==> src/rtl/program_loader.sv <==
// ============================================================================
// Module      : program_loader
// Description : Streams UART bytes into instruction memory and stops once a
//               HALT instruction word has been written.
// Revision    : 1.0 - initial release
// ============================================================================
`default_nettype none

module program_loader #(
    parameter int         NB_DATA          = 32,
    parameter int         NB_BYTE          = 8,
    parameter int         N_INSTRUCTIONS   = 64,
    parameter int         N_BYTE_REGISTERS = N_INSTRUCTIONS * 4,
    parameter int         NB_COUNT         = $clog2(N_BYTE_REGISTERS) + 1,
    parameter logic [5:0] HALT_OPCODE      = 6'b111111
) (
    input  logic                i_clock,
    input  logic                i_reset,
    input  logic                i_start,
    input  logic [NB_BYTE-1:0]  i_rx_data,
    input  logic                i_rx_valid,
    output logic [NB_BYTE-1:0]  o_write_data,
    output logic                o_write_enable,
    output logic                o_mem_reset,
    output logic [NB_COUNT-1:0] o_byte_count,
    output logic                o_busy,
    output logic                o_load_done,
    output logic                o_overflow
);

    localparam int                  NB_PENDING = NB_DATA - NB_BYTE;
    localparam logic [NB_COUNT-1:0] BYTE_CAP   = NB_COUNT'(N_BYTE_REGISTERS);
    localparam logic [NB_DATA-1:0]  OPCODE_MASK = {6'h3F, {(NB_DATA-6){1'b0}}};
    localparam logic [NB_DATA-1:0]  HALT_WORD   = {HALT_OPCODE, {(NB_DATA-6){1'b0}}};

    typedef enum logic [2:0] {
        IDLE  = 3'd0,
        CLEAR = 3'd1,
        LOAD  = 3'd2,
        DONE  = 3'd3,
        ERROR = 3'd4
    } state_t;

    state_t                state, next_state;
    // Only the first three bytes of a word need storing; the fourth completes it.
    logic [NB_PENDING-1:0] pending, next_pending;
    logic [1:0]            lane, next_lane;
    logic [NB_COUNT-1:0]   next_count;
    logic [NB_BYTE-1:0]    next_write_data;
    logic                  next_write_enable;
    logic                  next_mem_reset;
    logic [NB_DATA-1:0]    completed_word;
    logic                  halt_hit;

    assign completed_word = {pending, i_rx_data};
    assign halt_hit       = ((completed_word & OPCODE_MASK) == HALT_WORD);

    always_comb begin
        next_state        = state;
        next_pending      = pending;
        next_lane         = lane;
        next_count        = o_byte_count;
        next_write_data   = o_write_data;
        next_write_enable = 1'b0;
        next_mem_reset    = 1'b0;
        case (state)
            IDLE, DONE, ERROR: begin
                if (i_start) begin
                    next_state     = CLEAR;
                    next_mem_reset = 1'b1;
                    next_count     = '0;
                    next_lane      = '0;
                    next_pending   = '0;
                end
            end
            CLEAR: begin
                next_state = LOAD;
            end
            LOAD: begin
                if (i_rx_valid) begin
                    if (o_byte_count == BYTE_CAP) begin
                        next_state = ERROR;
                    end else begin
                        next_write_data   = i_rx_data;
                        next_write_enable = 1'b1;
                        next_count        = o_byte_count + 1'b1;
                        next_pending      = {pending[NB_PENDING-NB_BYTE-1:0], i_rx_data};
                        next_lane         = lane + 2'd1;
                        if (lane == 2'd3 && halt_hit) begin
                            next_state = DONE;
                        end
                    end
                end
            end
            default: begin
                next_state = IDLE;
            end
        endcase
    end

    // Status flags are derived from the next state so they line up with it.
    always_ff @(posedge i_clock) begin
        if (i_reset) begin
            state          <= IDLE;
            pending        <= '0;
            lane           <= '0;
            o_byte_count   <= '0;
            o_write_data   <= '0;
            o_write_enable <= 1'b0;
            o_mem_reset    <= 1'b0;
            o_busy         <= 1'b0;
            o_load_done    <= 1'b0;
            o_overflow     <= 1'b0;
        end else begin
            state          <= next_state;
            pending        <= next_pending;
            lane           <= next_lane;
            o_byte_count   <= next_count;
            o_write_data   <= next_write_data;
            o_write_enable <= next_write_enable;
            o_mem_reset    <= next_mem_reset;
            o_busy         <= (next_state == CLEAR) || (next_state == LOAD);
            o_load_done    <= (next_state == DONE);
            o_overflow     <= (next_state == ERROR);
        end
    end

endmodule

`default_nettype wire
==> config.mk <==
export PLATFORM = sky130hd
export DESIGN_NAME = program_loader
export DESIGN_NICKNAME = d
export VERILOG_FILES = /design/src/rtl/program_loader.sv
export SDC_FILE = /design/constraint.sdc
export NUM_CORES = 1
export LEC_CHECK = 0
export CORE_ASPECT_RATIO = 0.8
export CORE_MARGIN = 1.5
export CORE_UTILIZATION = 40
export CTS_CLUSTER_SIZE = 8
export DETAILED_ROUTE_END_ITERATION = 10
export PLACE_DENSITY = 0.66
export REMOVE_ABC_BUFFERS = 1
export SLEW_MARGIN = 20
export SYNTH_ARGS = -nofsm -noshare
export SYNTH_HDL_FRONTEND = slang
export SYNTH_SLANG_ARGS = --single-unit
==> constraint.sdc <==
create_clock -name i_clock -period 1.99 [get_ports i_clock]
set_input_delay 0.4975 -clock i_clock [delete_from_list [all_inputs] [get_ports i_clock]]
set_output_delay 0.4975 -clock i_clock [all_outputs]
set_load 0.05 [all_outputs]
==> flow_summary_export.csv <==
group,metric,value,unit
timing,clock-skew-final,6.15,ps
timing,timing_worst_slew_pin_value,502,ps
timing,slew_headroom,66.5,%
logic_synthesis,synth-edff-count,0,
logic_synthesis,ys_warn_count,0,
outcome,status,"finished, final reports clean",
routing,ant_nets,0,
clock_network,cts_setup_buffers,0,
timing,fmax,514,MHz
logic_synthesis,synth.area.top_cells,"dfxtp_1, a22o_1, nand3_1",
job,maxCapViolCount,0,
critical_path,start_kind,"register",
clock_network,cts_max_path_buffers,2,
critical_path,path_buf_inv,1,
routing,drt_iter0_drc,117,
routing,via_per_inst,5.25,
clock_network,root_buffer,"clkbuf_8",
logic_synthesis,yosys.area.top_type_share,48.3,%
critical_path,path_cells,"clkdlybuf4s50_1",
critical_path,cp_data_required_time,1490,ps
floorplan,initial_utilization,41.0,%
timing,min_period_over_period,97.7,%
clock_network,clkTransAtPathRegs,90,ps
logic_synthesis,yosysMostFrequentCell,"dfxtp_1",
timing,finalSetupViolCount,0,
placement,port_buffers,33,
cells_and_area,layout-drive-gt1-share,21.6,%
logic_synthesis,ys.flop_type,"dfxtp_1",
global_routing,grt_pass1_vias,1398,
global_routing,grt_max_degree,24,
critical_path,endpoint_kind,"output pin",
power,peakVddDrop,0.000370,V
floorplan,dieArea,5080,um^2
timing,finalSetupTns,0,ps
critical_path,cp_max_fo,2,
clock_network,clock_latency,310,ps
clock_network,cts_inserted_buffers,5,
logic_synthesis,synth_common_cells,"dfxtp_1, nand3_1, a21oi_1",
power,p_leak,0.991,nW
routing,routedWlPerCell,13.4,um
logic_synthesis,synthCells,194,
routing,routed_wl,4080,um
worst_hold_path,hold_class,"register to register",
placement,place_congestion,0.799,
clock_network,hold_buffers,0,
floorplan,die_w,79.3,um
floorplan,dieHeight,64.1,um
timing,hold_viol,0,
timing,slew_viol_final,0,
routing,detail_route.drc_violations,0,
logic_synthesis,ys_ff_latch,45,
logic_synthesis,avgSynthCellArea,9.61,um^2
logic_synthesis,synth_top_area_cell,"dfxtp_1",
timing,rsz0062_at_grt,"no",
cells_and_area,area_growth,32.3,%
floorplan,num_rows,22,
routing,drtPass1Iterations,4,
cells_and_area,nets,259,
cells_and_area,diodes,0,
critical_path,critPathTopFamily,"buffers and inverters",
global_routing,grt_pass1_wl,6660,um
clock_network,cts_sinks,45,
global_routing,track_usage,17.2,%
global_routing,overflow,0,
timing,period_minus_slack,1940,ps
critical_path,path_class,"register to output pin",
logic_synthesis,synth.distinct_cells,40,
logic_synthesis,netlist_area,1860,um^2
clock_network,cts_tree,"yes",
critical_path,arrival,1450,ps
logic_synthesis,synth-async-reset-ratio,0,%
routing,via_count,1600,
logic_synthesis,ys_seq_area_share,48.3,%
timing,hold_ws,461,ps
critical_path,worst_path_largest_cell_delay,800,ps
global_routing,antenna_found_initial,0,
clock_network,htree_levels,2,
critical_path,slowest_stage,"clkdlybuf4s50_1",
power,total_power,1.82,mW
floorplan,io_pins,34,
power,cellPowerDensity,739,nW/um^2
placement,hpwl,2830,um
floorplan,core_region_area,4540,um^2
worst paths after layout:
path / start / end / slack, ps / cells after the start
worst max register to register: o_byte_count[0] / pending[4] / 70 / 7
worst min-delay path: o_write_data[1] / o_write_data[1] / 460 / 2
worst min register to register: o_write_data[1] / o_write_data[1] / 460 / 2
worst max-delay path: o_write_data[2] / o_write_data[2] / 50 / 1
timing repair:
| item | in CTS | in global routing |
|---|---|---|
| setup endpoints to repair | 0 | 26 |
| gates resized for setup | 0 | 6 |
| hold endpoints to repair | 0 | 0 |
registers in the layout, indices dropped and copies added (netlist names):
signal	count
pending	18
o_byte_count	9
o_write_data	8
state	3
lane	2
o_busy	1
o_load_done	1
o_mem_reset	1
o_overflow	1
o_write_enable	1
per-layer routing:
metal	wire length, um	track usage [%]
met3	222	4.29
met4	82	8.55
met5	0	0
met2	1710	24.0
met1	2060	24.3
cells in the final DEF, fill, tap and decap left out, types with 3 or more instances in the layout:
cell type and instances:
a21oi_1 19, a22o_1 13, and3_1 3, buf_4 31, clkbuf_8 5, clkdlybuf4s50_1 19
dfxtp_1 45, dlymetal6s2s_1 3, ha_1 3, inv_1 4, mux2i_1 4, nand2_1 7
nand3_1 20, nand4_1 4, nor2_1 10, nor3_1 5, o21ai_0 15, or3_1 4
xor2_1 3
worst reg2reg max path, stage by stage (launching register included):
cell and delay (ps):
dfxtp_1 320, inv_1 70, ha_1 130, or4bb_4 510, o21a_4 290, buf_4 150, nor3_4 220, a22o_1 180
final cells by class:
type / count / area [um^2]
Multi-Input combinational cell: 133 / 885
Fill cell: 425 / 2080
Clock buffer: 5 / 68.8
Inverter: 4 / 15.0
Timing Repair Buffer: 55 / 500
Tap cell: 60 / 75.1
Sequential cell: 45 / 901
Clock inverter: 3 / 21.3
power breakdown:
part | switching, mW | internal, mW
clock | 0.339 | 0.249
sequential | 0.0152 | 0.926
combinational | 0.169 | 0.124
per-stage QoR:
stage	std cells	utilization [%]	setup slack (ps)	cell area [um^2]
2_1_floorplan	182	-	-467	1790
3_3_place_gp	297	51.8	-164	2350
3_5_place_dp	297	51.8	-146	2350
4_1_cts	305	53.8	16.9	2440
5_1_grt	305	54.3	1.86	2470
6_report	305	54.3	45.9	2470
logic make-up after synthesis:
family,synth area share (%)
fa+ha+maj,2.01
mux,2.15
flops,48.3
xor+xnor,1.41
simple gates,19.9
compound gates,21.2
buf+inv,4.97
(Power assumes the default switching activity.)
